## src/rtl/rr_mux_pkg.sv

```systemverilog
// Shared constants and types for the rr_mux_n channel multiplexer.
package rr_mux_pkg;

    localparam int unsigned MODE_RR    = 0;
    localparam int unsigned MODE_FIXED = 1;

    typedef enum logic {
        EMPTY = 1'b0,
        FULL  = 1'b1
    } state_t;

endpackage

```

## src/rtl/rr_pick.sv

```systemverilog
// Masked double-scan priority encoder: first request at or above ptr,
// otherwise first request from index 0 (wrap-around).
module rr_pick #(
    parameter int unsigned N    = 4,
    parameter int unsigned IDXW = $clog2(N)
) (
    input  logic [N-1:0]    req,
    input  logic [IDXW-1:0] ptr,
    output logic [N-1:0]    gnt_onehot,
    output logic [IDXW-1:0] gnt_idx,
    output logic            any_gnt
);

    // Scan the masked upper range first, then fall back to a full scan.
    always_comb begin
        gnt_onehot = '0;
        gnt_idx    = '0;
        any_gnt    = 1'b0;
        for (int unsigned i = 0; i < N; i++) begin
            if (!any_gnt && req[i] && (i >= 32'(ptr))) begin
                gnt_onehot[i] = 1'b1;
                gnt_idx       = IDXW'(i);
                any_gnt       = 1'b1;
            end
        end
        for (int unsigned i = 0; i < N; i++) begin
            if (!any_gnt && req[i]) begin
                gnt_onehot[i] = 1'b1;
                gnt_idx       = IDXW'(i);
                any_gnt       = 1'b1;
            end
        end
    end

endmodule

```

## src/rtl/rr_mux_n.sv

```systemverilog
// N-channel registered valid/ready multiplexer with round-robin or fixed
// priority arbitration and binary channel index on the output.
module rr_mux_n
    import rr_mux_pkg::*;
#(
    parameter int unsigned N    = 4,
    parameter int unsigned W    = 8,
    parameter int unsigned MODE = MODE_RR,
    localparam int unsigned IDXW = $clog2(N)
) (
    input  logic            clk,
    input  logic            rst,
    input  logic            en,
    input  logic [N-1:0]    in_valid,
    input  logic [N*W-1:0]  in_data,
    output logic [N-1:0]    in_ready,
    output logic            out_valid,
    output logic [W-1:0]    out_data,
    output logic [IDXW-1:0] out_idx,
    input  logic            out_ready
);

    state_t          state;
    logic [IDXW-1:0] ptr;
    logic [IDXW-1:0] pick_ptr;
    logic [N-1:0]    gnt_onehot;
    logic [IDXW-1:0] gnt_idx;
    logic            any_gnt;
    logic            can_load;
    logic            grant;
    logic [W-1:0]    sel_data;

    // Fixed priority is round-robin with the scan origin pinned at 0.
    assign pick_ptr = (MODE == MODE_FIXED) ? '0 : ptr;

    rr_pick #(
        .N    (N),
        .IDXW (IDXW)
    ) u_pick (
        .req        (in_valid),
        .ptr        (pick_ptr),
        .gnt_onehot (gnt_onehot),
        .gnt_idx    (gnt_idx),
        .any_gnt    (any_gnt)
    );

    // No transfer is offered while reset is held, since it would be lost.
    assign can_load  = en & ((state == EMPTY) | out_ready);
    assign grant     = can_load & any_gnt & ~rst;
    assign in_ready  = grant ? gnt_onehot : '0;
    assign out_valid = (state == FULL);

    // Select the granted channel's word.
    always_comb begin
        sel_data = '0;
        for (int unsigned i = 0; i < N; i++) begin
            if (gnt_idx == IDXW'(i)) begin
                sel_data = in_data[i*W +: W];
            end
        end
    end

    // Output register FSM: load on grant, drain on pop, advance ptr past winner.
    always_ff @(posedge clk or posedge rst) begin
        if (rst) begin
            state    <= EMPTY;
            ptr      <= '0;
            out_data <= '0;
            out_idx  <= '0;
        end else if (grant) begin
            state    <= FULL;
            out_data <= sel_data;
            out_idx  <= gnt_idx;
            if (MODE == MODE_RR) begin
                ptr <= (gnt_idx == IDXW'(N-1)) ? '0 : gnt_idx + IDXW'(1);
            end
        end else if ((state == FULL) && out_ready) begin
            state <= EMPTY;
        end
    end

endmodule
```

## config.mk

```make
export PLATFORM = sky130hd
export DESIGN_NAME = rr_mux_n
export DESIGN_NICKNAME = d
export VERILOG_FILES = /design/src/rtl/rr_mux_pkg.sv /design/src/rtl/rr_pick.sv /design/src/rtl/rr_mux_n.sv
export SDC_FILE = /design/constraint.sdc
export NUM_CORES = 1
export LEC_CHECK = 0
export BUFFER_PORTS_ARGS = -buffer_cell sky130_fd_sc_hd__buf_4
export CORE_MARGIN = 10
export CORE_UTILIZATION = 39
export DETAILED_ROUTE_END_ITERATION = 10
export PLACE_DENSITY = 0.74
export SYNTH_ARGS = -nofsm -noshare
export SYNTH_HDL_FRONTEND = slang
export SYNTH_SLANG_ARGS = --single-unit
```

## constraint.sdc

```tcl
create_clock -name clk -period 2.12 [get_ports clk]
set_input_delay 0.318 -clock clk [delete_from_list [all_inputs] [get_ports clk]]
set_output_delay 0.318 -clock clk [all_outputs]
set_load 0.005 [all_outputs]
```

==> reports/qor.txt, run 1 <==
worst hold slack - 0.100 ns
non-filler cells in the finished layout - 221
Crit-path slowest cell - dfrtp_1
area leader, netlist - dfrtp_1
die area - 4980 um^2
Total Power - 1.51 mW
DRC violations left - 0
clk sinks - 13
register bit total from synthesis - 13
CP Cell Sequence - nand2b_1 > o21ai_0 > a211oi_2 > buf_4 > ha_1 > buf_4 > a21oi_1 > a22oi_1 > a21oi_1
Net Count, Synth - 178
placed cells - 216
post-route setup slack - 0.151 ns
antenna fix cells - 0
Nets - 236
Yosys cell types - 23
routed len/inst - 14.4 um
Critical Path Max Stage Delay - 0.38 ns
pre-CTS WS - 0.00178 ns
clk slew on worst S/H paths - 0.08 ns
Fin. Hold Viols - 0
Max Slew Vio Count - 0
crit path kind - flop to flop
H-tree depth - 1
DRT Pass-1 Iters - 4
register area share after synthesis - 32.6%
max_slew headroom - 82.6%
fin crit share - 92.9%
PortBufs - 54
RSZ-0062 raised after global routing - false
initial antenna violation count - 0
family with the most delay on the worst path - compound AO/OA/AOI/OAI gates
Max clock buf depth - 2
Worst VDD drop - 687 uV
largest net degree at the start of global routing - 23
outcome - complete, no violations
DR vias/cell - 5.15
DIE HEIGHT - 70.6 um
DR iter-0 viols - 78
count of final setup violators - 0
Syn Inst Count - 134
Post-DRT Antenna Nets - 0
CP Data Required Time - 2.26 ns
CP startpoint kind - flop
Max-cap violations - 0
first-pass GRT wire length - 5.28 mm
WP buf/inv - 2
post-route minimum period - 1.97 ns
Die Width - 70.6 um
DR vias - 1139
Tightest Hold Check Type - input pin to asynchronous set/reset pin
CTS buffer count - 3
Syn Std Cell Area - 997 um^2
Tot GR Track Use - 12.2%
Final HPWL DP - 2.70 mm
worst reg-to-reg setup slack - 0.15 ns
post-synth top area share - 32.6%
PD cells - 1020 nW/um^2
Mapped Avg Cell Area - 7.44 um^2
Fin Clk Skew - 0.00416 ns
synth top area cells - dfrtp_1, a21oi_1, a22oi_1
CTS tree - yes
Rows - 18
Area growth syn-to-layout - 49.1%
Worst Setup End Kind - flop
CP max FO - 17
vias in the first global route - 1193
Starting Density - 40.6%
Lkg Pwr - 0.752 nW
root buf cell - clkbuf_4
Ports - 55
sum of negative setup slack - 0 ns
core area - 2450 um^2
gr ovfl total - 0
f_max - 508 MHz
clock latency on the worst-skew pair - 0.26 ns
WL final - 3.18 mm
worst-margin pin slew - 0.258 ns
Placer Congestion - 0.986
fraction of layout cells with a size suffix above 1 - 37.7%
synth warn - 0
Critical Path AT - 2.11 ns
==> layout make-up <==
cell class                      instances  area, um^2
Multi-Input combinational cell         96         569
Sequential cell                        13         325
Clock buffer                            4        26.3
Inverter                               16        60.1
Fill cell                             219         968
Timing Repair Buffer                   62         468
Tap cell                               30        37.5
==> cells in the mapped netlist, drive strengths merged <==
master and count:
a211oi 1, clkbuf 7, and3 3, nor2 12, dfrtp 13, a22oi 9, ha 4, or4 1
a21oi 33, nor4 1, nand2b 4, and4 1, o22ai 3, o221ai 1, mux2 2, nand2 10
or2b 1, o21ai 10, buf 2, inv 16
==> worst min-delay path, delay by kind of cell <==
kind	cells	cell delay [ns]
buf+inv	3	0.39
==> per-stage QoR <==
| step | utilization (%) | area [um^2] |
|---|---|---|
| 5_1_grt | 60.6 | 1490 |
| 4_1_cts | 60.3 | 1480 |
| 6_report | 60.6 | 1490 |
| 3_5_place_dp | 58.9 | 1450 |
| 2_1_floorplan | - | 1000 |
| 3_3_place_gp | 58.9 | 1450 |
==> logic make-up (layout without fill, tap and decap cells) <==
logic type               Yosys count  count (layout)  share of synthesized area [%]
adder cells (fa/ha/maj)            4               4                           5.02
flip-flops                        13              13                           32.6
multiplexers                       2               2                           2.26
buffers and inverters             25              82                           11.3
AO/OA/AOI/OAI                     57              57                           32.9
AND/OR/NAND/NOR                   33              33                           15.9
==> metal layers <==
| layer | vias to the layer above | GRT usage (%) | routed length [um] |
|---|---|---|---|
| li1 | 580 | - | - |
| met1 | 522 | 13.3 | 1290 |
| met2 | 37 | 22.8 | 1650 |
| met3 | 0 | 4.32 | 240 |
| met4 | 0 | 1.29 | 0 |
| met5 | - | 0 | 0 |
==> registers in the layout, summed over array words and instances (netlist names) <==
name,flops
pick_ptr,2
out_idx,2
out_valid,1
out_data,8
==> worst paths after layout <==
path / startpoint / to / cells past startpoint
worst max-delay path: pick_ptr[0] / out_data[3] / 9
worst min-delay path: rst / out_valid / 3
worst max register to register: pick_ptr[0] / out_data[3] / 9
worst min register to register: out_idx[1] / out_idx[1] / 1
max in group asynchronous: rst / pick_ptr[1] / 3
min in group clk: out_ready / out_valid / 3
==> where the power goes <==
group          leakage, nW  switching (mW)  internal (mW)
Clock               0.0150          0.0736         0.0727
Sequential           0.149          0.0654          0.355
Combinational        0.587           0.474          0.474
Total                0.752           0.613          0.901
==> what timing repair did <==
| action | CTS | global route |
|---|---|---|
| hold buffers | 1 | 0 |
| endpoints found under the setup margin | 0 | 8 |
| resized for setup | 0 | 2 |
| hold endpoints to repair | 3 | 0 |
| setup buffers | 0 | 0 |
==> layout by cell type, fill, tap and decap left out <==
cell type	instances
buf_4	61
a21oi_1	32
inv_1	16
dfrtp_1	13
nor2_1	12
nand2_1	10
o21ai_0	10
a22oi_1	9
nand2b_1	4
and3_1	3
clkbuf_4	3
mux2_2	2
o22ai_1	2
ha_2	2
ha_1	2
or4_1	1
and4_4	1
a21oi_2	1
a211oi_2	1
nor4_1	1
o221ai_1	1
or2b_1	1
o22ai_2	1
clkbuf_1	1
dlygate4sd3_1	1
Power figures use the tool's default switching activity.
==> run 2, diff against run 1 <==
--- a/config.mk
+++ b/config.mk
@@ -5,6 +5,7 @@
 export SDC_FILE = /design/constraint.sdc
 export NUM_CORES = 1
 export LEC_CHECK = 0
+export ABC_AREA = 1
 export BUFFER_PORTS_ARGS = -buffer_cell sky130_fd_sc_hd__buf_4
 export CORE_MARGIN = 10
 export CORE_UTILIZATION = 39
==> run 2 against run 1 <==
  * Setup slack lost 0.14 ns
  * Register-to-register slack got worse by 0.14 ns
  * Clock skew increased by 0.0080 ns
  * Global-route usage grew 0.81 points
  * Final area increased by 11%
  * Non-clock buffer count rose by 8
  * Clock power grew 10%
==> reports/qor.txt, run 2 <==
placed cells - 236
Post-DRT Antenna Nets - 0
Post-Synth XOR/XNOR Area - 0%
max reg flops - 8
DR vias - 1249
Placer Congestion - 0.966
PD cells - 1020 nW/um^2
f_max - 473 MHz
Fin Clk Skew - 0.0121 ns
register area share after synthesis - 32.6%
Largest Register - out_data
CP Data Required Time - 2.36 ns
Worst VDD drop - 582 uV
PortBufs - 54
clock latency on the worst-skew pair - 0.29 ns
DRC violations left - 0
largest net degree at the start of global routing - 18
r2r startpoint - pick_ptr[0]
CTS buffer count - 3
RSZ-0062 raised after global routing - true
area leader, netlist - dfrtp_1
Final HPWL DP - 2.86 mm
Tightest Hold Check Type - input pin to asynchronous set/reset pin
vias in the first global route - 1329
Max Slew Vio Count - 0
most instantiated cells after synthesis - nand2_1, o21ai_0, inv_1, dfrtp_1
mux cell area share after synthesis - 0%
Mapped Avg Cell Area - 6.66 um^2
most frequent cells in the layout - buf_4, nand2_1, dfrtp_1
worst reg-to-reg setup slack - 0.007 ns
Max clock buf depth - 2
Yosys cell types - 19
pre-CTS WS - -0.169 ns
crit path capture - out_data[3]
clk slew on worst S/H paths - 0.09 ns
Post-synth ARST share - 100%
fin crit share - 99.7%
CTS tree - yes
Syn Std Cell Area - 998 um^2
adder-cell share of the synthesized area - 5.01%
largest family of logic cells by synthesized area - simple AND/OR/NAND/NOR gates
H-tree depth - 1
antenna fix cells - 0
Die Width - 70.6 um
Starting Density - 40.7%
top_reg_cell synth - dfrtp_1
Lkg Pwr - 0.871 nW
Synth Area in Simple Gates - 34.6%
DRT Pass-1 Iters - 4
post-route setup slack - 0.00732 ns
Worst Setup End Kind - flop
fraction of layout cells with a size suffix above 1 - 47.5%
most common cell in the netlist - nand2_1
crit path kind - flop to flop
CP max FO - 8
DIE HEIGHT - 70.6 um
WL final - 3.71 mm
Rows - 18
DR iter-0 viols - 39
outcome - complete, no violations
synth warn - 0
routed len/inst - 15.0 um
core area - 2450 um^2
Tot GR Track Use - 13.0%
Fin. Hold Viols - 0
register bit total from synthesis - 13
count of final setup violators - 0
DR vias/cell - 5.06
Net Count, Synth - 194
non-filler cells in the finished layout - 247
root buf cell - clkbuf_4
hold buffer count at CTS - 0
CP startpoint - pick_ptr[0]
first-pass GRT wire length - 5.56 mm
CP startpoint kind - flop
most common cell after layout, fill and taps aside - buf_4
initial antenna violation count - 0
Critical Path AT - 2.35 ns
Max-cap violations - 0
synth top area cells - dfrtp_1, nand2_1, o21ai_0
Ports - 55
clk sinks - 13
R2R cell count - 14
fill count - 214
gr ovfl total - 0
die area - 4980 um^2
post-synth top area share - 32.6%
number of flops mapped to enable cells by yosys - 0
worst-margin pin slew - 0.341 ns
post-route minimum period - 2.11 ns
max_slew headroom - 77.2%
post-synthesis compound-gate area fraction - 17.2%
Area growth syn-to-layout - 64.5%
RR Endpoint - out_data[3]
Nets - 262
Syn Inst Count - 150
run 2: cell count changes after synthesis, moves of 5 or more:
cell,change
nand2_1,+45
a21oi_1,-22
o21ai_0,+11
nand3_1,+10
a22oi_1,-9
nor2_1,-5
run 2: worst min-delay path by stage:
stage / to / slack [ns]
2_1_floorplan: out_data[0] / 0.20
3_3_place_gp: out_valid / 0.35
3_5_place_dp: out_data[1] / 0.36
4_1_cts: out_data[0] / 0.05
5_1_grt: out_data[6] / 0.06
6_report: out_data[3] / 0.04
run 2: routing by layer:
metal  wire length (um)  GRT usage [%]  vias up
li1                   -              -      618
met1               1390           12.5      577
met2               2030           25.0       43
met3                203           3.49       11
met4                 91           5.81        0
met5                  0              0        -
run 2: kinds of logic (layout without fill, tap and decap cells):
family / count (synthesis) / after routing
AO/OA/AOI/OAI: 33 / 33
AND/OR/NAND/NOR: 78 / 78
buffers and inverters: 22 / 89
flip-flops: 13 / 13
adder cells (fa/ha/maj): 4 / 4
run 2: final cells by class:
class	count	area [um^2]	area share (%)
clock buffer	4	26.3	1.60
tap	30	37.5	2.28
multi-input combinational	115	666	40.5
sequential	13	325	19.8
timing repair buffer	70	529	32.2
inverter	15	58.8	3.58
run 2: stage by stage:
stage / hold WS (ns) / utilization [%] / power [mW] / instance area [um^2] / TNS (ns)
floorplan: 0.203 / - / 0.907 / 1000 / 0
global placement: 0.346 / 59.5 / 1.26 / 1460 / -0.220
detailed placement: 0.360 / 59.5 / 1.29 / 1460 / -0.776
CTS: 0.0491 / 61.1 / 1.48 / 1500 / 0
global route: 0.0551 / 66.9 / 1.82 / 1640 / -1.03
finish: 0.0439 / 66.9 / 1.68 / 1640 / 0
run 2: critical path, cell delays in order, from the launching register on:
cell and delay [ns]:
dfrtp_1 0.41, buf_4 0.14, nor2_1 0.12, nor2_1 0.07, a31oi_1 0.18, nand2_2 0.10
buf_4 0.15, ha_4 0.17, nor2_4 0.17, nand2_1 0.08, nand2_1 0.06, o21ai_0 0.08
o21ai_0 0.17, nand3_1 0.09, nand2_1 0.07
run 2: timing repair:
item,4_1_cts,5_1_grt
endpoints found under the setup margin,9,12
pin swaps,0,17
gates resized for setup,8,32
setup buffers,0,7
hold endpoints to repair,0,0
run 2: power breakdown:
| group | switching (mW) | internal [mW] | total [mW] |
|---|---|---|---|
| clock | 0.0880 | 0.0731 | 0.161 |
| combinational | 0.557 | 0.526 | 1.08 |
| sequential | 0.0751 | 0.356 | 0.431 |
| total | 0.720 | 0.955 | 1.68 |
==> run 3, diff against run 2 <==
--- a/config.mk
+++ b/config.mk
@@ -7,10 +7,12 @@
 export LEC_CHECK = 0
 export ABC_AREA = 1
 export BUFFER_PORTS_ARGS = -buffer_cell sky130_fd_sc_hd__buf_4
+export CELL_PAD_IN_SITES_DETAIL_PLACEMENT = 0
+export CELL_PAD_IN_SITES_GLOBAL_PLACEMENT = 1
 export CORE_MARGIN = 10
-export CORE_UTILIZATION = 39
+export CORE_UTILIZATION = 26
 export DETAILED_ROUTE_END_ITERATION = 10
-export PLACE_DENSITY = 0.74
+export PLACE_DENSITY_LB_ADDON = 0.1
 export SYNTH_ARGS = -nofsm -noshare
 export SYNTH_HDL_FRONTEND = slang
 export SYNTH_SLANG_ARGS = --single-unit
==> run 3 against run 2 <==
  * Routed wire length down 6.2%
  * Sequential share of layout area down 0.36 points
  * Flip-flop and latch count unchanged
  * Sequential power about the same
  * Final area up 1.8%
  * Utilization down 22 points
==> reports/qor.txt, run 3 (synthesis gave the netlist of run 2 again) <==
crit path kind - flop to flop
outcome - complete, no violations
Tightest Hold Check Type - input pin to asynchronous set/reset pin
Nets - 262
routed len/inst - 13.1 um
Lkg Pwr - 0.880 nW
f_max - 476 MHz
Max clock buf depth - 2
largest net degree at the start of global routing - 18
most common cell after layout, fill and taps aside - buf_4
PortBufs - 54
DR vias - 1173
PD cells - 1020 nW/um^2
Ports - 55
DRT Pass-1 Iters - 4
met1 Use GR - 9.46%
CP startpoint kind - flop
Critical Path Max Stage Delay - 0.41 ns
Worst VDD drop - 475 uV
switching share of power - 40.2%
Worst Setup End Kind - flop
P_sw - 685 uW
fill count - 397
post-route minimum period - 2.10 ns
DR iter-0 viols - 24
initial antenna violation count - 0
Largest Register - out_data
CTS buffer count - 3
die area - 6720 um^2
GR peak layer - met2
max_slew headroom - 78.5%
Starting Density - 27.1%
Fin. Hold Viols - 0
fraction of layout cells with a size suffix above 1 - 45.2%
Total Power - 1.70 mW
antenna fix cells - 0
fin crit share - 99.1%
combinational share of power - 62.0%
Final HPWL DP - 2.82 mm
non-filler cells in the finished layout - 265
CTS tree - yes
Flop pwr share - 25.3%
core area - 3690 um^2
Tot GR Track Use - 10.3%
DRC violations left - 0
gr ovfl total - 0
Placer Congestion - 0.725
worst-margin pin slew - 0.322 ns
Clk pwr share - 12.7%
GRT met2 Usage - 19.3%
most frequent cells in the layout - buf_4, nand2_1, o21ai_1
Critical Path AT - 2.28 ns
vias in the first global route - 1234
WL final - 3.48 mm
clock latency on the worst-skew pair - 0.24 ns
Most Frequent Cell on Critical Path - nand2_1
Crit-path slowest cell - dfrtp_1
Rows - 22
Max Slew Vio Count - 0
DIE HEIGHT - 82.0 um
placed cells - 255
WP buf/inv - 1
max reg flops - 8
clk sinks - 13
Fin Clk Skew - 0.00453 ns
RSZ-0062 raised after global routing - true
family with the most delay on the worst path - simple AND/OR/NAND/NOR gates
Post-DRT Antenna Nets - 0
first-pass GRT wire length - 5.40 mm
CP Data Required Time - 2.30 ns
internal power - 1.02 mW
Die Width - 82.0 um
CP max FO - 8
CP Cell Sequence - nand2_1 > nand2_2 > nand2_2 > nor2_4 > nand4_1 > nand2_2 > inv_2 > ha_4 > nor2_4 > nand2_1 > nand2_1 > o21ai_2 > o21ai_2 > nand3_1 > nand2_1
H-tree depth - 1
DR vias/cell - 4.43
met3 usage - 5.79%
Max-cap violations - 0
Area growth syn-to-layout - 67.5%
clk slew on worst S/H paths - 0.05 ns
count of final setup violators - 0
root buf cell - clkbuf_8
[run 3: changes by cell type in the layout (fill, tap and decap cells not counted), moves of 2 or more]
cell,before,now
inv_2,5,2
clkbuf_4,3,0
o21ai_1,7,14
o21ai_0,11,5
clkbuf_8,0,3
inv_1,9,11
[run 3: worst min-delay path, cell delays in order]
cell and delay, ns:
buf_4 0.10, inv_1 0.06, buf_4 0.21
[run 3: stage by stage]
step,hold slack (ns),setup slack [ns],setup TNS [ns],instance area (um^2),utilization [%]
6_report,0.0967,0.0197,0,1670,45.4
3_5_place_dp,0.364,-0.189,-1.05,1500,40.8
2_1_floorplan,0.203,0.0702,0,1000,-
4_1_cts,0.102,0.00846,0,1570,42.7
3_3_place_gp,0.357,-0.154,-0.683,1500,40.8
5_1_grt,0.124,-0.138,-0.934,1670,45.4
[run 3: metal layers]
metal | vias up | routed length [um]
li1 | 616 | -
met1 | 525 | 1240
met2 | 30 | 1870
met3 | 2 | 345
met4 | 0 | 26
met5 | - | 0
[run 3: power groups by stage]
stage | logic (mW) | registers, mW | clock network, mW
CTS | 0.935 | 0.430 | 0.225
global route | 1.20 | 0.445 | 0.237
floorplan | 0.479 | 0.428 | 0
finish | 1.06 | 0.431 | 0.217
detailed placement | 0.896 | 0.432 | 0
global placement | 0.893 | 0.428 | 0
[run 3: worst paths after layout]
path | startpoint | end | slack (ns) | cells after the start
max | pick_ptr[1] | out_data[2] | 0.02 | 15
min | rst | out_idx[1] | 0.1 | 3
max reg2reg | pick_ptr[1] | out_data[2] | 0.02 | 15
min reg2reg | out_data[5] | out_data[5] | 0.48 | 2
max in group asynchronous | rst | out_data[5] | 1.86 | 3
min in group clk | out_ready | out_valid | 0.26 | 2
[run 3: repair_timing]
item,4_1_cts,5_1_grt
gates resized for setup,12,26
pin swaps,2,18
buffers inserted,1,5
setup endpoints to repair,8,11
hold buffers,0,0
[run 3: cell type report]
| type | instances | area, um^2 | area share [%] |
|---|---|---|---|
| multi-input cells | 115 | 642 | 38.4 |
| well taps | 48 | 60.1 | 3.59 |
| flip-flops and latches | 13 | 325 | 19.4 |
| inverters | 15 | 62.6 | 3.74 |
| repair buffers | 70 | 538 | 32.2 |
| clock buffers | 4 | 45.0 | 2.69 |
